**src/rtl/exception_controller.sv**
```systemverilog
// Trap sequencer: sticky pending events, fixed priority (bit5 highest), stall/drain/flush, vector handshake, trap mode until return.
// Latency event->stall 1, flush 2, vector_valid 3, trap_mode 4 cycles; vector held until vector_ack. Optional mask: EXCEPTION_MASK_EN.
module exception_controller #(
  parameter int                       ADDRESS_WIDTH = 16,
  parameter logic [ADDRESS_WIDTH-1:0] VECTOR_BASE   = 'h0100
) (
  input  logic                     clock,
  input  logic                     reset_n,
`ifdef EXCEPTION_MASK_EN
  input  logic                     mask_write,
  input  logic [5:0]               mask_data,
`endif
  input  logic [5:0]               exception_events,
  input  logic [ADDRESS_WIDTH-1:0] program_counter,
  input  logic                     pipeline_idle,
  input  logic                     vector_ack,
  input  logic                     return_from_trap,
  output logic                     pipeline_stall,
  output logic                     pipeline_flush,
  output logic                     vector_valid,
  output logic [ADDRESS_WIDTH-1:0] vector_address,
  output logic [2:0]               cause,
  output logic [ADDRESS_WIDTH-1:0] saved_pc,
  output logic                     trap_mode,
  output logic [5:0]               pending
);

  typedef enum logic [2:0] {
    ST_IDLE,
    ST_DRAIN,
    ST_FLUSH,
    ST_VECTOR,
    ST_HANDLER
  } state_t;

  state_t     state, state_nxt;
  logic [5:0] mask_eff;
  logic [5:0] eligible;
  logic       win_vld;
  logic [2:0] win_idx;
  logic       take;
  logic       swap;
  logic [5:0] clr_bits;
  logic [5:0] set_bits;
  logic [5:0] pending_nxt;

`ifdef EXCEPTION_MASK_EN
  logic [5:0] mask_q;

  // memory_corruption stays enabled whatever software writes
  always_ff @(posedge clock or negedge reset_n) begin
    if (!reset_n) begin
      mask_q <= 6'b111111;
    end else if (mask_write) begin
      mask_q <= mask_data | 6'b100000;
    end
  end

  assign mask_eff = mask_q;
`else
  assign mask_eff = 6'b111111;
`endif

  assign eligible = (pending | exception_events) & mask_eff;

  always_comb begin
    win_vld = 1'b0;
    win_idx = 3'd0;
    for (int i = 0; i < 6; i++) begin
      if (eligible[i]) begin
        win_vld = 1'b1;
        win_idx = 3'(i);
      end
    end
  end

  assign take     = (state == ST_IDLE) && win_vld;
  assign swap     = (state == ST_DRAIN) && win_vld && (win_idx > cause);
  assign clr_bits = (take || swap) ? (6'(1) << win_idx) : 6'b0;
  assign set_bits = swap ? (6'(1) << cause) : 6'b0;

  // A fresh pulse on a bit that was already pending survives the clear;
  // a pulse that is itself being serviced is consumed.
  assign pending_nxt = (pending & ~clr_bits)
                     | (exception_events & ~(clr_bits & ~pending))
                     | set_bits;

  always_ff @(posedge clock or negedge reset_n) begin
    if (!reset_n) begin
      state <= ST_IDLE;
    end else begin
      state <= state_nxt;
    end
  end

  always_comb begin
    state_nxt = state;
    case (state)
      ST_IDLE:    if (win_vld)          state_nxt = ST_DRAIN;
      ST_DRAIN:   if (pipeline_idle)    state_nxt = ST_FLUSH;
      ST_FLUSH:                         state_nxt = ST_VECTOR;
      ST_VECTOR:  if (vector_ack)       state_nxt = ST_HANDLER;
      ST_HANDLER: if (return_from_trap) state_nxt = ST_IDLE;
      default:                          state_nxt = ST_IDLE;
    endcase
  end

  always_comb begin
    pipeline_stall = 1'b0;
    pipeline_flush = 1'b0;
    vector_valid   = 1'b0;
    trap_mode      = 1'b0;
    case (state)
      ST_DRAIN:   pipeline_stall = 1'b1;
      ST_FLUSH: begin
        pipeline_stall = 1'b1;
        pipeline_flush = 1'b1;
      end
      ST_VECTOR: begin
        pipeline_stall = 1'b1;
        vector_valid   = 1'b1;
      end
      ST_HANDLER: trap_mode = 1'b1;
      default: ;
    endcase
  end

  always_ff @(posedge clock or negedge reset_n) begin
    if (!reset_n) begin
      pending  <= 6'b0;
      cause    <= 3'd0;
      saved_pc <= '0;
    end else begin
      pending <= pending_nxt;
      if (take || swap) begin
        cause <= win_idx;
      end
      if (take) begin
        saved_pc <= program_counter;
      end
    end
  end

  assign vector_address = VECTOR_BASE + {{(ADDRESS_WIDTH-5){1'b0}}, cause, 2'b00};

endmodule

```
**config.mk**
```make
export PLATFORM = sky130hd
export DESIGN_NAME = exception_controller
export DESIGN_NICKNAME = d
export VERILOG_FILES = /design/src/rtl/exception_controller.sv
export SDC_FILE = /design/constraint.sdc
export NUM_CORES = 1
export LEC_CHECK = 0
export BUFFER_PORTS_ARGS = -buffer_cell sky130_fd_sc_hd__buf_2
export CORE_MARGIN = 8
export CORE_UTILIZATION = 35
export CTS_BUF_LIST = sky130_fd_sc_hd__clkbuf_2
export DETAILED_ROUTE_END_ITERATION = 10
export GPL_TIMING_DRIVEN = 0
export HOLD_SLACK_MARGIN = 0.06
export REMOVE_ABC_BUFFERS = 1
export SETUP_SLACK_MARGIN = 0.15
export SYNTH_ARGS = -nofsm -noshare
export SYNTH_HDL_FRONTEND = slang
export SYNTH_SLANG_ARGS = --single-unit
```
**constraint.sdc**
```tcl
create_clock -name clock -period 2.7 [get_ports clock]
set_input_delay 0.405 -clock clock [delete_from_list [all_inputs] [get_ports clock]]
set_output_delay 0.405 -clock clock [all_outputs]
set_load 0.005 [all_outputs]
```
==> impl_metrics.json <==
{
  "worstSetupPathType": "register to register",
  "met1_usage_pct": 12.65,
  "pin_count": 72,
  "yosysTopAreaCellShare_pct": 44.20,
  "core.rowCount": 24,
  "register_area_um2": 700.7,
  "p_leak_nw": 0.9975,
  "drc": 0,
  "relSlewSlack_pct": 56.93,
  "p_int_mw": 1.316,
  "syn_inst": 145,
  "synth-xor-area-share_pct": 0,
  "clock_latency_ns": 0.37,
  "ant_nets": 0,
  "clockBufferDepth": 2,
  "tightest_slew_ns": 0.6460,
  "hold_class": "input pin to register",
  "yosysWarnings": 0,
  "fin_cells": 260,
  "synthesis.area_um2": 1585,
  "synth_compound_area_share_pct": 10.73,
  "synth.avg_cell_area_um2": 10.93,
  "synth_top_cell_by_area": "dfrtp_1",
  "power_switching_uw": 747.2,
  "antenna_found_initial": 0,
  "whs_path_depth": 2,
  "cp-end-kind": "register",
  "clk_pin_slew_ns": 0.29,
  "whs_endpoint": "state[2]",
  "numCtsBuffers": 3,
  "reg2reg_to": "pending[2]",
  "slew_viol_final": 0,
  "tritoncts": "built",
  "ys_seq_elements": 28,
  "rr_worst_depth": 8,
  "worst_path_max_delay_cell": "or4_4",
  "pre_cts_slack_ns": -0.2372,
  "cts_max_level": 1,
  "rsz0062_at_grt": "true",
  "drv_cap": 0,
  "track_usage_pct": 10.75,
  "grt_first_pass_wirelength_mm": 6.430,
  "grt_max_degree": 29,
  "diodes": 0,
  "multi_input_area_um2": 853.3,
  "vias_per_cell": 4.938,
  "dr.pass1.iters": 6,
  "p_sw_share_pct": 36.22,
  "crit_fanout": 5,
  "synth.area.mux_share_pct": 15.79,
  "fin_nets": 239,
  "drtIter0Drc": 56,
  "grt.met2_usage_pct": 16.48,
  "start_util_pct": 36.41,
  "status": "finished, final reports clean",
  "dieArea_um2": 6939,
  "pwr-share-seq_pct": 34.7,
  "synthAdderAreaFrac_pct": 2.368,
  "portBuffers": 58,
  "synthDistinctLibCells": 34,
  "final-hold-violation-count": 0,
  "core-area_um2": 4354,
  "mostFrequentLayoutCells": "buf_2, dfrtp_1, conb_1",
  "die_w_um": 83.30,
  "synth.area.top_cells": "dfrtp_1, mux2_4, buf_4, mux2_2, nor2_1",
  "timing.fmax_ghz": 0.3915,
  "routedWlPerCell_um": 15.32,
  "setup_viol_count_final": 0,
  "crit_chain": "or4_4, buf_4, ha_4, and3_4, o21a_1, or2_4, nor4_4, o32ai_2",
  "arrival_ns": 2.85,
  "min_period_ns": 2.554,
  "via_count": 1284,
  "grt_overflow_total": 0,
  "layout-drive-gt1-share_pct": 53.37,
  "wl_mm": 3.984,
  "globalplace.congestion": 0.8074,
  "slowest_delay_ns": 0.54,
  "cts_sinks": 28,
  "first_global_vias": 1355,
  "place_inst": 244,
  "nFillCells": 417,
  "gr-max-usage-layer": "met2",
  "ys_seq_area_share_pct": 44.20,
  "die_y_um": 83.30,
  "area_growth_pct": 30.54,
  "period_share_pct": 94.61,
  "cts_root_buf": "clkbuf_2",
  "grtUsageMet3_pct": 5.566,
  "layout_commonest_cell": "buf_2",
  "clock_skew_ns": 0.006227,
  "power-per-cell-area_nw_per_um2": 996.8,
  "vdd_drop_max_v": 0.0004260,
  "power_mw": 2.063,
  "start_kind": "register",
  "holdWs_ns": 0.2070,
  "hp-start": "return_from_trap",
  "cp.required_ns": 3.00,
  "pwr-share-comb_pct": 52.6,
  "clockPowerShare_pct": 12.7,
  "synth-simple-area-share_pct": 14.05,
  "r2r-start": "pending[5]",
  "hpwlAfterDp_mm": 2.737,
  "r2r_slack_ns": 0.15,
  "synth_top_family_by_area": "multiplexers",
  "setup_ws_ns": 0.1456
}
[cell families (layout without fill, tap and decap cells)]
| logic type | Yosys count | count (layout) |
|---|---|---|
| AND/OR/NAND/NOR | 41 | 41 |
| flip-flops | 28 | 28 |
| buffers and inverters | 28 | 80 |
| AO/OA/AOI/OAI | 24 | 24 |
| multiplexers | 19 | 19 |
| adder cells (fa/ha/maj) | 3 | 3 |
| other | 2 | 13 |
[repair_timing]
| item | CTS | global route |
|---|---|---|
| pin swaps | 8 | 7 |
| buffers inserted | 9 | 2 |
| setup endpoints to repair | 25 | 25 |
| resized for setup | 14 | 7 |
| endpoints found under the hold margin | 28 | 0 |
| hold buffers | 1 | 0 |
[power groups by stage]
stage,sequential (mW),clock [mW],combinational (mW)
2_1_floorplan,0.726,0,0.556
3_3_place_gp,0.730,0,0.877
3_5_place_dp,0.721,0,0.893
4_1_cts,0.714,0.270,1.05
5_1_grt,0.743,0.278,1.19
6_report,0.716,0.261,1.09
[Yosys cell counts, drive strengths merged]
cell	instances
or4	1
dfrtp	28
nor2	14
o41ai	1
nor3	2
nand2b	2
o22ai	3
a41o	1
a21oi	7
nand3	1
o32ai	4
and3b	1
mux2	18
inv	6
ha	3
a2111oi	1
o31ai	2
and3	3
mux2i	1
conb	2
buf	19
nand2	9
nor2b	1
nor4	4
a211oi	2
or2	2
clkbuf	3
nand4	1
o2bb2ai	1
o21a	2
[layer usage]
metal / vias up / routed length (µm)
met3: 4 / 478
li1: 610 / -
met2: 70 / 1739
met5: - / 0
met1: 600 / 1739
met4: 0 / 26
[registers in the layout (all words and copies together), names as in the netlist]
signal	count
saved_pc	16
pending	6
cause	3
state	3
[critical path: cells and delay by family (launching register included)]
kind / cells / cell delay (ns)
AOI/OAI and AO/OA: 2 / 0.31
adders and majority gates: 1 / 0.23
buffers and inverters: 1 / 0.18
DFF: 1 / 0.46
and+or+nand+nor: 4 / 1.31
[worst max-delay path by stage]
stage | from | to | slack (ns)
after floorplan | pending[5] | cause[1] | 0.15
after global placement | exception_events[5] | cause[2] | -0.24
after CTS | pending[4] | saved_pc[13] | 0.16
after detailed placement | exception_events[5] | cause[1] | -0.24
after global routing | pending[5] | pending[2] | 0.05
final | pending[5] | pending[2] | 0.15
[final cells by class]
cell class / instances / area share [%]
repair buffers: 70 / 18.50
well taps: 52 / 3.144
clock buffers: 3 / 0.7255
inverters: 6 / 1.088
clock inverters: 1 / 1.451
multi-input cells: 100 / 41.23
flip-flops and latches: 28 / 33.86
[stage by stage]
stage / utilization, % / area [µm²] / TNS [ns]
CTS: 46.12 / 2008 / 0
global placement: 41.52 / 1808 / -1.093
floorplan: - / 1453 / 0
global route: 47.53 / 2069 / 0
finish: 47.53 / 2069 / 0
detailed placement: 41.52 / 1808 / -1.033
No activity file was read; power rests on OpenSTA's default activity.
